[config.mk]
export PLATFORM = sky130hd
export DESIGN_NAME = wbm_cmd_master
export DESIGN_NICKNAME = d
export VERILOG_FILES = /design/src/rtl/wbm_cmd_master.sv
export SDC_FILE = /design/constraint.sdc
export NUM_CORES = 1
export LEC_CHECK = 0
export CAP_MARGIN = 20
export CELL_PAD_IN_SITES_DETAIL_PLACEMENT = 1
export CELL_PAD_IN_SITES_GLOBAL_PLACEMENT = 1
export CORE_ASPECT_RATIO = 0.6
export CORE_MARGIN = 5
export CORE_UTILIZATION = 27
export DETAILED_ROUTE_END_ITERATION = 8
export PLACE_DENSITY_LB_ADDON = 0.1
export SLEW_MARGIN = 5
export SYNTH_ARGS = -nofsm -noshare
export SYNTH_HDL_FRONTEND = slang
export SYNTH_SLANG_ARGS = --single-unit
[constraint.sdc]
create_clock -name wb_clk_i -period 1.6 [get_ports wb_clk_i]
set_input_delay 0.16 -clock wb_clk_i [delete_from_list [all_inputs] [get_ports wb_clk_i]]
set_output_delay 0.16 -clock wb_clk_i [all_outputs]
set_load 0.05 [all_outputs]
[src/rtl/wbm_cmd_master.sv]
// Single-cycle classic Wishbone initiator bridging a valid/ready command port to the bus.
// Optional macro WBM_CMD_TIMEOUT_EN enables the TIMEOUT abort; otherwise BUS waits for ack/err.
module wbm_cmd_master #(
  parameter int unsigned TIMEOUT  = 10,
  parameter logic [31:0] ERR_DATA = 32'hDEADBEEF
) (
  input  logic        wb_clk_i,
  input  logic        wb_rst_i,
  input  logic        cmd_valid_i,
  output logic        cmd_ready_o,
  input  logic        cmd_we_i,
  input  logic [3:0]  cmd_sel_i,
  input  logic [31:0] cmd_adr_i,
  input  logic [31:0] cmd_dat_i,
  output logic        rsp_valid_o,
  input  logic        rsp_ready_i,
  output logic [31:0] rsp_dat_o,
  output logic        rsp_err_o,
  output logic        rsp_tout_o,
  output logic        wbm_cyc_o,
  output logic        wbm_stb_o,
  output logic        wbm_we_o,
  output logic [3:0]  wbm_sel_o,
  output logic [31:0] wbm_adr_o,
  output logic [31:0] wbm_dat_o,
  input  logic [31:0] wbm_dat_i,
  input  logic        wbm_ack_i,
  input  logic        wbm_err_i
);

  typedef enum logic [1:0] {
    ST_IDLE = 2'd0,
    ST_BUS  = 2'd1,
    ST_RESP = 2'd2
  } state_t;

  state_t      state_r;
  state_t      state_next_s;
  logic        accept_s;
  logic        bus_err_s;
  logic        bus_ack_s;
  logic        timeout_s;
  logic        rsp_done_s;
  logic        cmd_ready_s;
  logic        cyc_s;
  logic        we_s;
  logic [3:0]  sel_s;
  logic [31:0] adr_s;
  logic [31:0] dat_s;
  logic        rsp_valid_s;
  logic [31:0] rsp_dat_s;
  logic        rsp_err_s;
  logic        rsp_tout_s;

  if (TIMEOUT < 32'd1) begin : g_bad_timeout
    $error("wbm_cmd_master: TIMEOUT must be >= 1");
  end

  assign accept_s   = cmd_valid_i & cmd_ready_o;
  assign bus_err_s  = wbm_cyc_o & wbm_err_i;
  assign bus_ack_s  = wbm_cyc_o & wbm_ack_i;
  assign rsp_done_s = rsp_valid_o & rsp_ready_i;

`ifdef WBM_CMD_TIMEOUT_EN
  localparam int unsigned      CNT_W    = $clog2(TIMEOUT + 1);
  localparam logic [CNT_W-1:0] CNT_LAST = CNT_W'(TIMEOUT - 1);
  localparam logic [CNT_W-1:0] CNT_MAX  = {CNT_W{1'b1}};

  logic [CNT_W-1:0] cnt_r;

  // Cycles spent in BUS without a response; saturates instead of wrapping.
  always_ff @(posedge wb_clk_i) begin
    if (wb_rst_i) begin
      cnt_r <= {CNT_W{1'b0}};
    end else if (state_r != ST_BUS) begin
      cnt_r <= {CNT_W{1'b0}};
    end else if (cnt_r != CNT_MAX) begin
      cnt_r <= cnt_r + CNT_W'(1'b1);
    end else begin
      cnt_r <= cnt_r;
    end
  end

  assign timeout_s = wbm_cyc_o & (cnt_r == CNT_LAST);
`else
  assign timeout_s = 1'b0;
`endif

  // State register.
  always_ff @(posedge wb_clk_i) begin
    if (wb_rst_i) begin
      state_r <= ST_IDLE;
    end else begin
      state_r <= state_next_s;
    end
  end

  // Next-state logic; err, ack and timeout all end the bus cycle.
  always_comb begin
    state_next_s = state_r;
    case (state_r)
      ST_IDLE: begin
        if (accept_s) state_next_s = ST_BUS;
        else          state_next_s = ST_IDLE;
      end
      ST_BUS: begin
        if (bus_err_s | bus_ack_s | timeout_s) state_next_s = ST_RESP;
        else                                    state_next_s = ST_BUS;
      end
      ST_RESP: begin
        if (rsp_done_s) state_next_s = ST_IDLE;
        else            state_next_s = ST_RESP;
      end
      default: state_next_s = ST_IDLE;
    endcase
  end

  // Next values of the registered outputs; err outranks ack, which outranks timeout.
  always_comb begin
    cmd_ready_s = (state_next_s == ST_IDLE);
    cyc_s       = wbm_cyc_o;
    we_s        = wbm_we_o;
    sel_s       = wbm_sel_o;
    adr_s       = wbm_adr_o;
    dat_s       = wbm_dat_o;
    rsp_valid_s = rsp_valid_o;
    rsp_dat_s   = rsp_dat_o;
    rsp_err_s   = rsp_err_o;
    rsp_tout_s  = rsp_tout_o;
    case (state_r)
      ST_IDLE: begin
        if (accept_s) begin
          cyc_s = 1'b1;
          we_s  = cmd_we_i;
          sel_s = cmd_sel_i;
          adr_s = cmd_adr_i;
          dat_s = cmd_dat_i;
        end else begin
          cyc_s = 1'b0;
        end
      end
      ST_BUS: begin
        if (bus_err_s) begin
          cyc_s       = 1'b0;
          rsp_valid_s = 1'b1;
          rsp_err_s   = 1'b1;
          rsp_tout_s  = 1'b0;
          rsp_dat_s   = ERR_DATA;
        end else if (bus_ack_s) begin
          cyc_s       = 1'b0;
          rsp_valid_s = 1'b1;
          rsp_err_s   = 1'b0;
          rsp_tout_s  = 1'b0;
          rsp_dat_s   = wbm_we_o ? 32'h0000_0000 : wbm_dat_i;
        end else if (timeout_s) begin
          cyc_s       = 1'b0;
          rsp_valid_s = 1'b1;
          rsp_err_s   = 1'b1;
          rsp_tout_s  = 1'b1;
          rsp_dat_s   = ERR_DATA;
        end else begin
          cyc_s = 1'b1;
        end
      end
      ST_RESP: begin
        if (rsp_done_s) rsp_valid_s = 1'b0;
        else            rsp_valid_s = 1'b1;
      end
      default: begin
        cyc_s       = 1'b0;
        rsp_valid_s = 1'b0;
      end
    endcase
  end

  // Output registers; stb always mirrors cyc.
  always_ff @(posedge wb_clk_i) begin
    if (wb_rst_i) begin
      cmd_ready_o <= 1'b0;
      wbm_cyc_o   <= 1'b0;
      wbm_stb_o   <= 1'b0;
      wbm_we_o    <= 1'b0;
      wbm_sel_o   <= 4'h0;
      wbm_adr_o   <= 32'h0000_0000;
      wbm_dat_o   <= 32'h0000_0000;
      rsp_valid_o <= 1'b0;
      rsp_dat_o   <= 32'h0000_0000;
      rsp_err_o   <= 1'b0;
      rsp_tout_o  <= 1'b0;
    end else begin
      cmd_ready_o <= cmd_ready_s;
      wbm_cyc_o   <= cyc_s;
      wbm_stb_o   <= cyc_s;
      wbm_we_o    <= we_s;
      wbm_sel_o   <= sel_s;
      wbm_adr_o   <= adr_s;
      wbm_dat_o   <= dat_s;
      rsp_valid_o <= rsp_valid_s;
      rsp_dat_o   <= rsp_dat_s;
      rsp_err_o   <= rsp_err_s;
      rsp_tout_o  <= rsp_tout_s;
    end
  end

endmodule

# --- Word-level counts from Yosys, hierarchy flattened ---
# Index checks and enable logic that the tools add are counted.
word_totals:
  rom_bits: 0
  n_memories: 0
  word_cells: 44
  reg_bits: 108
  inputBits: 107
  latch_bits: 0
  mem_bits_rw: 0
  out_inout_bits: 107
op_classes:
  n_div: 0
  addsub: 0
  mul: 0
  muxes: 18
  bitwise: 6
  n_lt_le_gt_ge: 0
  eq_ne: 3
  n_shift: 0
  reduce_logical: 6
op_table:
  columns: ["cell", "count"]
  rows:
  - ["two-way mux 32 bit", 3]
  - ["two-way mux 1 bit", 10]
  - ["one-hot mux 1 bit (3 select lines)", 2]
  - ["one-hot mux 2 bit (3 select lines)", 1]
  - ["AND reduction 2 bit", 3]
  - ["bitwise AND 1 bit", 4]
  - ["zero test 2 bit", 2]
  - ["two-way mux 2 bit", 2]
  - ["inequality test 3 bit, second input constant", 1]
  - ["equality test 2 x 1 -> 1 bit, second input constant", 1]
  - ["equality test 2 bit, second input constant", 1]
  - ["nonzero test 2 bit", 1]
  - ["NOT 1 bit", 1]
  - ["bitwise OR 1 bit", 1]

# --- Logic depth before layout (Yosys ltp) ---
# Gate-level depths: netlist of the first run.
logic_depth:
  depth_word: 5
  mapped_depth: 7
  ltp_nobuf: 5

# --- Least setup slack after synthesis of the first run ---
# OpenSTA, ideal clock, no wires.
synth_path:
  kind: "flip-flop to flip-flop"
  start: "reg, netlist name wbm_stb_o"
  end: "reg rsp_dat_o[16]"
  path_slack_ns: 0.042
  required_time_ns: 1.468
  path_buffers: 2
  arrival_ns: 1.426
  path_stages_with_launch: 6
  synth_period_minus_slack_ns: 1.558
  setup_ns: 0.132
  path_cell_list: "dfxtp_1 buf_2 nand4b_2 buf_2 a21oi_1 nor3_1"
synth_rtl:
  columns: ["item", "line", "rtl"]
  rows:
  - ["end signal, assigned", "199", "rsp_dat_o <= rsp_dat_s;"]
  - ["end, declared", "17", "output logic [31:0] rsp_dat_o,"]

# --- Worst setup path in the final report of the first run ---
layout_path:
  start: "reg state_r[0]"
  end: "reg wbm_adr_o[13]"
layout_between:
  elab_chain_cells: 2
layout_lines:
  columns: ["item", "line", "rtl"]
  rows:
  - ["start, declared", "37", "state_t state_r;"]
  - ["start signal, assigned", "94", "state_r <= state_next_s;"]
  - ["zero test 2 bit", "130", "case (state_r)"]
  - ["AND reduction 2 bit (no source line)", null, null]
  - ["end signal, assigned", "196", "wbm_adr_o <= adr_s;"]
  - ["end, declared", "24", "output logic [31:0] wbm_adr_o,"]
# No other way between the ends.
# A chain may end at the register's enable or synchronous reset.

==> results of run 1 <==
through the flow:
step / hold WS, ns / setup TNS (ns) / cell area (um2) / setup WS, ns
floorplan: 0.296 / 0 / 3900 / 0.0425
CTS: 0.227 / 0 / 6290 / 0.00482
global route: 0.256 / -0.0572 / 6320 / -0.0234
global placement: 0.442 / 0 / 5990 / 0.0887
finish: 0.239 / 0 / 6320 / 0.112
detailed placement: 0.449 / -0.0494 / 5990 / -0.0240
power groups by stage:
stage	Combinational [uW]	Clock (uW)	Sequential, uW
2_1_floorplan	332	0	3310
3_3_place_gp	1330	0	2910
3_5_place_dp	1350	0	2920
4_1_cts	1350	2410	2860
5_1_grt	1430	2500	2870
6_report	1350	2310	2860
repair_timing:
action / CTS / global route
hold buffers: 0 / 0
gates resized for setup: 0 / 4
endpoints found under the setup margin: 0 / 60
placed cells by master, fill, tap and decap left out, drive strengths merged, types with 9 or more instances in the layout:
master         count
buf              120
clkdlybuf4s50    105
nand2            139
dfxtp            107
a32oi              9
a21oi             95
nor2              36
nor3              25
inv                9
clkbuf            10
sequential cells by signal, indices dropped and copies added, names as in the netlist:
name / flops
cmd_ready_o: 1
rsp_dat_o: 32
rsp_err_o: 1
rsp_valid_o: 1
state_r: 2
wbm_adr_o: 32
wbm_dat_o: 32
wbm_sel_o: 4
wbm_stb_o: 1
wbm_we_o: 1
cell families after synthesis:
group | synth area share
buffers and inverters | 0.0549
other | 0.000962
DFF | 0.550
and+or+nand+nor | 0.215
AOI/OAI and AO/OA | 0.167
adders and majority gates | 0.0128
critical path, cell delays in order, from the launching register on:
cell	delay, ns
dfxtp_1	0.34
inv_1	0.09
ha_1	0.27
and3_4	0.29
buf_12	0.19
nand2_1	0.09
a21oi_1	0.14
metal layers:
metal,vias to the layer above,track usage,part of all wire
met4,0,0.0364,0.0089
met2,119,0.253,0.46
li1,1977,-,-
met1,1825,0.198,0.44
met5,-,0,0
met3,10,0.0663,0.091
worst paths after layout:
kind | from | to | slack (ns) | cells past startpoint
min reg2reg | wbm_dat_o[24] | wbm_dat_o[24] | 0.46 | 2
max reg2reg | state_r[0] | wbm_adr_o[13] | 0.11 | 6
max | state_r[0] | wbm_adr_o[13] | 0.11 | 6
min | wb_rst_i | rsp_dat_o[14] | 0.24 | 2
cell type report:
type,instances,area share
clock buffer,10,0.0378
clock inverter,6,0.0111
inverter,6,0.00356
multi-input combinational,326,0.248
sequential,107,0.339
tap,198,0.0392
timing repair buffer,225,0.322
==> results by stage, run 1 <==
Run status:
- The run finished with clean final reports.

Global route:
- After global routing the overflow that remains totals 0.
- The initial antenna violation count is 0.
- The first global-routing pass estimated 21200 um of wire.
- Entering global routing, the biggest net connects 49 pins.
- Across every metal layer, demand over resource in global routing totals 0.157.
- The number of global-route vias before repair was 3987.

Yosys:
- By instance count, the leading cell after synthesis is nand2_1.
- By area the synthesized netlist is led by dfxtp_1 (55%), nand2_1 (13%), a21oi_1 (12%).
- The area of the mapped netlist is 3900 um2.
- The number of nets produced by synthesis is 588.
- The cell taking the most area after synthesis is dfxtp_1.
- Yosys printed 0 warnings.
- Sorting the synthesized cells by how often they occur yields nand2_1 (139), dfxtp_1 (107), a21oi_1 (94).
- The cell count after synthesis came out at 477.
- The post-synthesis register bit count is 107.
- The share of the synthesized area in the top cell type is 0.550.
- The per-instance average area after synthesis is 8.17 um2.
- The number of synthesized flops with an enable pin is 0.
- The count of distinct cell types in the synthesized netlist is 29.
- The sequential fraction of the synthesis area is 0.550.
- The main flop type after synthesis is dfxtp_1.
- After synthesis, the share of flip-flops with an asynchronous set or reset is 0.

Timing:
- The smallest clock period supported by the final layout is computed as 1.49 ns.
- Dividing the final minimum period by the clock period gives 0.930.
- The number of hold-slack violations in the final timing report came to 0.
- The final setup violation count is 0.
- Between clock sinks in the finished design, the worst skew comes to 0.0103 ns.
- Timing would allow up to 672 MHz.
- The total count of max-transition violations in the final report is 0.
- Setup repair after global routing could not meet its margin everywhere.

Clocking:
- Post-CTS timing repair inserted 0 buffers for setup.
- The number of sinks driven by the clock tree is 107.
- The tree is rooted in a clkbuf_16.
- The TritonCTS buffer count is 9.
- The H-tree was split into 3 levels.
- The clock latency on the worst-skew pair is 0.34 ns.
- In this run the deepest clock path goes through 2 buffers.
- The clock tree from TritonCTS is built.
- The clock slew at the register clock pins of the worst setup and hold paths is 0.08 ns.

Setup path:
- The arrival time at the worst endpoint is 1.76 ns.
- The worst setup path is captured at a flop.
- The type of element launching the critical path is a flop.
- The category of the critical setup timing path is reg2reg.
- The required arrival time at the worst endpoint is 1.87 ns.
- The largest driver fanout on the critical path is 32.

Job:
- The number of max-cap violations is 0.

Power:
- The switching power of the nets is 1920 uW.
- Total power for the finished layout comes to 6510 uW.
- The sequential share of power is 0.439.
- The relative contribution of the clock network to total power is 0.355.
- The worst IR drop on VDD is 0.453 mV.
- Cell internal power was estimated by the tool at 4590 uW.
- The total power divided by cell area is 1030 nW/um2.
- Of the total power, the share spent switching nets is 0.295.
- The portion of total power attributed to combinational logic is 0.207.
- Summed over all cells, the static leakage comes to 0.00254 uW.

Final layout:
- After the last flow step, the layout net total stands at 786.
- The repair_antennas step left the layout with diodes totalling 0.
- The layout filler cell count is 1700.
- In the final layout, the multi-input gates occupy 1570 um2.
- Summing all flip-flop and latch instances after layout gives 2140 um2.
- Of the cells placed in the final design, the portion with a size suffix greater than 1 is 0.215.
- For this run, the number of standard cells in the final layout without fillers is 878.
- The utilization after layout is 0.441.
- Relative to the synthesized area, the layout overhead comes to 62.3%.

Floorplanning:
- The full die area is 17000 um2.
- The area of the core is 14300 um2.
- The I/O pin total is 214.
- The floorplan step set the die width to 165 um.
- The number of placement rows is 34.
- Measured along the y axis, the die boundary spans 103 um.
- The initial core utilization is 0.272.

Placement:
- The detailed placer's ending HPWL is 10300 um.
- The congestion estimate from routability-driven global placement came to 0.711.
- Input and output buffers added on the ports amount to 212.
- The number of instances in the placed design is 861.

Min path:
- The worst hold-check path type is in2reg.

Detailed routing:
- Wires add up to 14100 um.
- The via count of the routed design is 3931.
- The length of the first detailed-routing pass in iterations is 4.
- After detailed routing, the average wire length per cell comes to 16.1 um.
- The count of unresolved DRC violations after routing is 0.
- Once detail routing completed, the nets flagged for antenna violations numbered 0.
- In the routed layout, each cell is associated on average with a via count of 4.48.
- After the first detailed-routing iteration, the DRC count stood at 177.
Power figures use the tool's default switching activity.
==> inputs of run 2 (changes only) <==
- REMOVE_ABC_BUFFERS: unset -> 1
==> run 2 against run 1 <==
- critical path depth decreased by 4
- final cell count fell by 0.11%
- total power decreased by 2.8%
- via count increased by 1.2%
- count of clock-buffer cells in the layout fell by 1
- non-clock buffer count shrank 1
- maximum frequency decreased by 3.1%
- critical path type is now reg2out
- largest cell class unchanged
- highest routed layer unchanged
==> results by stage, run 2 (same netlist as run 1, synthesis figures left out) <==
Placement:
- The number of buffers inserted by port buffering was 212 (unchanged).
- The total cell area at the placement stage came to 6020 um2 (was 5990 um2).
- The global placer's final weighted congestion came to 0.780 (was 0.711).
- The detailed placer's ending HPWL was 10400 um (was 10300 um).

Min path:
- The start point of the worst min-delay path is wb_rst_i (unchanged).
- The worst hold-check path type is in2reg (unchanged).
- The hold path depth is 2 (unchanged).
- The endpoint with the worst hold slack is wbm_stb_o (was rsp_dat_o[14]).

Detailed routing:
- The DRC marker count from the first detailed-route iteration is 214 (was 177).
- The via count of the routed design came to 3978 (was 3931).
- The detailed-route vias per instance was 4.54 (was 4.48).
- The count of unresolved DRC violations after routing is 0 (unchanged).
- The routed wire length is 14300 um (was 14100 um).
- The number of routed nets with antenna violations is 0 (unchanged).
- The length of the first detailed-routing pass in iterations is 4 (unchanged).
- The wire length per cell after detailed routing is 16.3 um (was 16.1 um).

Timing:
- The final setup violation count is 0 (unchanged).
- The worst clock skew is 0.0107 ns (was 0.0103 ns).
- The final period demand of the worst path is 1.54 ns (was 1.49 ns).
- For the pin with the worst max-slew slack, the measured transition is 0.532 ns.
- The number of hold-slack violations in the final timing report is 0 (unchanged).
- The peak clock frequency supported by timing is 651 MHz (was 672 MHz).
- RSZ-0062 raised after global routing: yes (unchanged).
- The aggregate negative setup slack is 0 ns (unchanged).
- The worst hold slack is 0.161 ns (was 0.239 ns).
- The worst slew slack as a fraction of its limit is 0.645.
- The post-route fraction of the period consumed by the critical path was 0.960 (was 0.930).
- The total count of max-transition violations in the final report is 0 (unchanged).

Floorplanning:
- The initial core utilization is 0.272 (unchanged).
- The die span in y is 103 um (unchanged).
- The full die area is 17000 um2 (unchanged).
- The number of placement rows is 34 (unchanged).
- The area of the core is 14300 um2 (unchanged).
- The die width is 165 um (unchanged).
- The I/O pin total is 214 (unchanged).

Final layout:
- Highest-count cells in the layout ignoring fill and taps: nand2_1 (139), buf_4 (110), dfxtp_1 (107), clkdlybuf4s50_1 (105), a21oi_1 (94) (was nand2_1 (139), buf_4 (112), dfxtp_1 (107), clkdlybuf4s50_1 (105), a21oi_1 (94)).
- The final layout net count is 785 (was 786).
- The growth of design area from synthesis to finish came to 62.4% (was 62.3%).
- The utilization after layout was 0.441 (about the same).
- The share of cells above drive strength 1 came to 0.216 (was 0.215).
- The post-route cell area is 6330 um2 (was 6320 um2).
- The most common library cell in the layout ignoring fill and taps is nand2_1 (unchanged).
- The number of inserted diodes was 0 (unchanged).
- Biggest registers after layout: rsp_dat_o: 32 flops, wbm_adr_o: 32 flops, wbm_dat_o: 32 flops (unchanged).

Global route:
- The number of global-route vias before repair is 4275 (was 3987).
- The maximum number of pins on one net before global-route repair is 54 (was 49).
- The overall fraction of global-route tracks in use is 0.164 (was 0.157).
- The initial antenna violation count came to 0 (unchanged).
- The first-pass GRT wire length came to 22000 um (was 21200 um).
- The met2 layer usage reported by global route was 0.263 (was 0.253).
- The aggregate global routing overflow is 0 (unchanged).
- The routing usage on met1 is 0.210 (was 0.198).
- The fraction of met3 tracks used by global routing is 0.0563 (was 0.0663).
- The highest-utilization routing layer at the global route stage is met2 (unchanged).

Setup path:
- The worst-case register-to-register setup slack is 0.12 ns (was 0.11 ns).
- The worst stage delay on the critical path is 0.66 ns (was 0.34 ns).
- The required arrival time at the worst endpoint is 1.44 ns (was 1.87 ns).
- The depth of the worst register-to-register path is 4 (was 6).
- The arrival time at the worst endpoint is 1.38 ns (was 1.76 ns).
- The type of element launching the critical path is a flop (unchanged).
- The element type at the critical path end is a primary output (was flop).
- Cells along the critical path: buf_4 -> buf_12 (was inv_1 -> ha_1 -> and3_4 -> buf_12 -> nand2_1 -> a21oi_1).
- The largest driver fanout on the critical path is 11 (was 32).
- The critical-path cell with the highest stage delay was dfxtp_1 (unchanged).
- The end of the worst register-to-register path was rsp_dat_o[30] (was wbm_adr_o[13]).
- The category of the critical setup timing path was reg2out (was reg2reg).
- The origin of the critical flop-to-flop path is wbm_stb_o (was state_r[0]).

Clocking:
- The number of hold buffers added after CTS came to 0 (unchanged).
- The count of buffers added by post-CTS timing repair for setup is 0 (unchanged).
- The number of sinks driven by the clock tree was 107 (unchanged).
- The clock tree from TritonCTS is built (unchanged).
- The root buffer selected by CTS is clkbuf_16 (unchanged).
- The buffer depth of the longest clock path was 2 (unchanged).
- The clock slew at the register clock pins of the worst setup and hold paths came to 0.07 ns (was 0.08 ns).
- The deepest level of the CTS H-tree was 3 (unchanged).
- The TritonCTS buffer count is 9 (unchanged).
- The clock latency on the worst-skew pair is 0.34 ns (about the same).

Power:
- The total power divided by cell area is 1000 nW/um2 (was 1030 nW/um2).
- The sequential share of power is 0.452 (was 0.439).
- The leakage power came to 0.00254 uW (about the same).
- The worst IR drop on VDD is 0.578 mV (was 0.453 mV).
- The portion of total power attributed to combinational logic is 0.215 (was 0.207).
- The switching portion of total power is 0.306 (was 0.295).
- The internal power consumption is 4400 uW (was 4590 uW).
- The switching power of the nets is 1930 uW (was 1920 uW).
- The relative contribution of the clock network to total power was 0.334 (was 0.355).

Run status:
- Run status: complete, no violations (unchanged).

Job:
- The number of max-cap violations is 0 (unchanged).
-- run 2: cell count changes in the layout (fill, tap and decap cells not counted), moves of 2 or more --
cell / previous run / this run
buf_12: 6 / 9
buf_4: 112 / 110
buf_6: 2 / 0
clkinv_2: 1 / 3
-- run 2: metal layers --
metal  vias up  wire, um  part of all wire
met5         -         0                 0
met1      1860      6460              0.45
met2       128      6340              0.44
met3        17      1260             0.088
li1       1973         -                 -
met4         0       238             0.017
-- run 2: how the worst max path moves through the flow --
stage                          endpoint         from  slack (ns)
final                         wbm_stb_o    wbm_stb_o        0.06
after global routing      wbm_adr_o[19]   state_r[1]       -0.02
after CTS                 rsp_dat_o[30]   state_r[1]        0.08
after detailed placement  rsp_dat_o[30]    wbm_err_i       -0.01
after global placement     rsp_dat_o[0]    wbm_err_i        0.06
after floorplan             cmd_ready_o  cmd_ready_o       -0.99
-- run 2: through the flow --
step	cells	total power, uW	setup slack [ns]
2_1_floorplan	438	3580	-0.990
3_3_place_gp	860	4250	0.0641
3_5_place_dp	860	4280	-0.0143
4_1_cts	877	6430	0.0778
5_1_grt	877	6630	-0.0217
6_report	877	6330	0.0644
-- run 2: critical path, delay by kind of cell, from the launching register on --
family                 cells  cell delay (ns)
DFF                        1             0.66
buffers and inverters      2             0.37
-- run 2: layout make-up --
class,instances,area [um2]
repair buffers,224,2060
clock inverters,7,50.0
multi-input cells,326,1580
inverters,6,22.5
flip-flops and latches,107,2140
clock buffers,9,225
well taps,198,248
fillers,1711,8010
-- run 2: power groups by stage --
| stage | clock network, uW | logic, uW | registers, uW |
|---|---|---|---|
| floorplan | 0 | 251 | 3330 |
| global placement | 0 | 1340 | 2910 |
| detailed placement | 0 | 1360 | 2920 |
| CTS | 2200 | 1370 | 2860 |
| global route | 2300 | 1450 | 2880 |
| finish | 2110 | 1360 | 2860 |
-- run 2: repair_timing --
item,4_1_cts,5_1_grt
cloned,1,0
endpoints found under the setup margin,1,10
resized for setup,1,4
==> inputs of run 3 (changes only) <==
- CORE_MARGIN: 5 -> unset
- SETUP_SLACK_MARGIN: unset -> 0.15
==> run 3 against run 2 <==
- sequential power about the same
- final cell count decreased by 0.46%
- sequential share of layout area decreased by 0.25 points
- first-iteration DRC count decreased by 47%
- non-clock buffer count increased by 2
- total power increased by 0.79%
- combinational power about the same
- global-route usage increased by 1.8 points
- largest cell class unchanged
==> results by stage, run 3 (same netlist as run 1, synthesis figures left out) <==
Setup path:
- The end of the worst register-to-register path is rsp_dat_o[9] (was rsp_dat_o[30]).
- The origin of the critical flop-to-flop path is state_r[1] (was wbm_stb_o).
- The category of the critical setup timing path is reg2reg (was reg2out).
- The type of element launching the critical path is a flop (unchanged).
- The largest driver fanout on the critical path is 24 (was 11).
- The depth of the worst register-to-register path is 6 (was 4).
- The required arrival time at the worst endpoint was 1.83 ns (was 1.44 ns).
- The element type at the critical path end is a flop (was primary output).
- The worst-case register-to-register setup slack is 0.21 ns (was 0.12 ns).
- The arrival time at the worst endpoint is 1.62 ns (was 1.38 ns).

Final layout:
- The utilization after layout is 0.460 (was 0.441).
- Highest-count cells in the layout ignoring fill and taps: nand2_1 (139), buf_4 (111), dfxtp_1 (105), clkdlybuf4s50_1 (105), a21oi_1 (94) (was nand2_1 (139), buf_4 (110), dfxtp_1 (107), clkdlybuf4s50_1 (105), a21oi_1 (94)).
- The most common library cell in the layout ignoring fill and taps is nand2_1 (unchanged).
- The share of cells above drive strength 1 is 0.223 (was 0.216).
- The count of non-filler cells in the finished layout was 873 (was 877).
- Biggest registers after layout: rsp_dat_o: 32 flops, wbm_adr_o: 32 flops, wbm_dat_o: 32 flops (unchanged).
- The layout filler cell count is 1656 (was 1711).
- The post-route cell area is 6380 um2 (was 6330 um2).
- The number of inserted diodes is 0 (unchanged).
- The final layout net count is 787 (was 785).
- The growth of design area from synthesis to finish is 63.8% (was 62.4%).

Clocking:
- The number of hold buffers added after CTS is 0 (unchanged).
- The clock tree from TritonCTS is built (unchanged).
- The deepest level of the CTS H-tree came to 3 (unchanged).
- The clock latency on the worst-skew pair came to 0.35 ns (was 0.34 ns).
- The root buffer selected by CTS is clkbuf_16 (unchanged).
- The number of sinks driven by the clock tree is 107 (unchanged).
- The TritonCTS buffer count was 9 (unchanged).
- The clock slew at the register clock pins of the worst setup and hold paths is 0.07 ns (about the same).
- The buffer depth of the longest clock path is 2 (unchanged).
- The count of buffers added by post-CTS timing repair for setup came to 0 (unchanged).

Placement:
- The detailed placer's ending HPWL is 9680 um (was 10400 um).
- The number of buffers inserted by port buffering came to 212 (unchanged).
- The global placer's final weighted congestion was 0.732 (was 0.780).
- The total cell area at the placement stage is 5970 um2 (was 6020 um2).
- The number of instances in the placed design is 854 (was 860).

Global route:
- The aggregate global routing overflow was 0 (unchanged).
- The maximum number of pins on one net before global-route repair is 53 (was 54).
- The initial antenna violation count is 0 (unchanged).
- The number of global-route vias before repair is 4081 (was 4275).
- The overall fraction of global-route tracks in use came to 0.182 (was 0.164).
- The first-pass GRT wire length is 20900 um (was 22000 um).

Floorplanning:
- The number of placement rows is 33 (was 34).
- The die span in y is 95.1 um (was 103 um).
- The die width is 157 um (was 165 um).
- The area of the core is 13900 um2 (was 14300 um2).
- The initial core utilization was 0.281 (was 0.272).
- The I/O pin total is 214 (unchanged).
- The full die area is 14900 um2 (was 17000 um2).

Min path:
- The start point of the worst min-delay path is wb_rst_i (unchanged).
- The hold path depth is 2 (unchanged).
- The worst hold-check path type is in2reg (unchanged).
- The endpoint with the worst hold slack is rsp_err_o (was wbm_stb_o).

Timing:
- The total count of max-transition violations in the final report is 0 (unchanged).
- The worst hold slack came to 0.228 ns (was 0.161 ns).
- The worst clock skew is 0.00594 ns (was 0.0107 ns).
- The final period demand of the worst path is 1.39 ns (was 1.54 ns).
- The number of hold-slack violations in the final timing report is 0 (unchanged).
- The final setup violation count is 0 (unchanged).
- The peak clock frequency supported by timing is 719 MHz (was 651 MHz).
- RSZ-0062 raised after global routing: yes (unchanged).
- The post-route fraction of the period consumed by the critical path is 0.869 (was 0.960).

Power:
- The overall power came to 6380 uW (was 6330 uW).
- The leakage power was 0.00255 uW (was 0.00254 uW).
- The worst IR drop on VDD was 0.464 mV (was 0.578 mV).
- The total power divided by cell area is 1000 nW/um2 (about the same).

Detailed routing:
- The via count of the routed design is 3947 (was 3978).
- The count of unresolved DRC violations after routing came to 0 (unchanged).
- The number of routed nets with antenna violations is 0 (unchanged).
- The routed wire length is 13800 um (was 14300 um).
- The DRC marker count from the first detailed-route iteration came to 113 (was 214).
- The length of the first detailed-routing pass in iterations came to 4 (unchanged).
- The wire length per cell after detailed routing is 15.8 um (was 16.3 um).
- The detailed-route vias per instance came to 4.52 (was 4.54).

Job:
- The number of max-cap violations was 0 (unchanged).

Run status:
- Run status: complete, no violations (unchanged).
-- run 3: changes by cell type in the layout (fill, tap and decap cells not counted), sizes merged --
cell      change
inv           -2
clkinv        -2
clkinvlp      +1
clkbuf        +4
buf           +1
-- run 3: worst max-delay path, cell delays in order (launching register included) --
cell	delay, ns
dfxtp_2	0.34
inv_2	0.10
ha_4	0.24
nand4b_2	0.14
buf_8	0.20
a21oi_1	0.17
nor3_1	0.08
-- run 3: timing repair --
action	4_1_cts	5_1_grt
resized for setup	5	13
cloned	2	1
setup endpoints to repair	101	103
pin swaps	1	1
-- run 3: routing by layer --
layer,vias to the layer above,track usage,share of wire
met2,122,0.299,0.45
met3,15,0.0609,0.071
met5,-,0,0
li1,1974,-,-
met1,1836,0.227,0.47
met4,0,0.0558,0.013
-- run 3: worst max-delay path by stage --
stage,from,end
finish,state_r[1],rsp_dat_o[9]
global route,state_r[0],wbm_dat_o[4]
global placement,wbm_ack_i,rsp_dat_o[17]
CTS,state_r[1],rsp_dat_o[9]
detailed placement,wbm_err_i,rsp_dat_o[9]
floorplan,cmd_ready_o,cmd_ready_o
-- run 3: per-stage QoR --
step	setup slack, ns	setup TNS [ns]
2_1_floorplan	-0.990	-72.98
6_report	0.210	0
4_1_cts	0.0814	0
5_1_grt	0.104	0
3_3_place_gp	0.0618	0
3_5_place_dp	-0.0196	-0.0196
-- run 3: layout make-up --
type / count / area [um2] / share of cell area
clock buffer: 12 / 246 / 0.0386
clock inverter: 4 / 33.8 / 0.00529
inverter: 6 / 22.5 / 0.00353
multi-input combinational: 326 / 1600 / 0.251
sequential: 107 / 2140 / 0.336
tap: 192 / 240 / 0.0376
timing repair buffer: 226 / 2090 / 0.328
-- run 3: power breakdown --
part           internal [uW]  switching (uW)  total, uW
logic                    564             829       1390
registers               2780            74.5       2860
clock network           1110            1020       2130
total                   4460            1920       6380
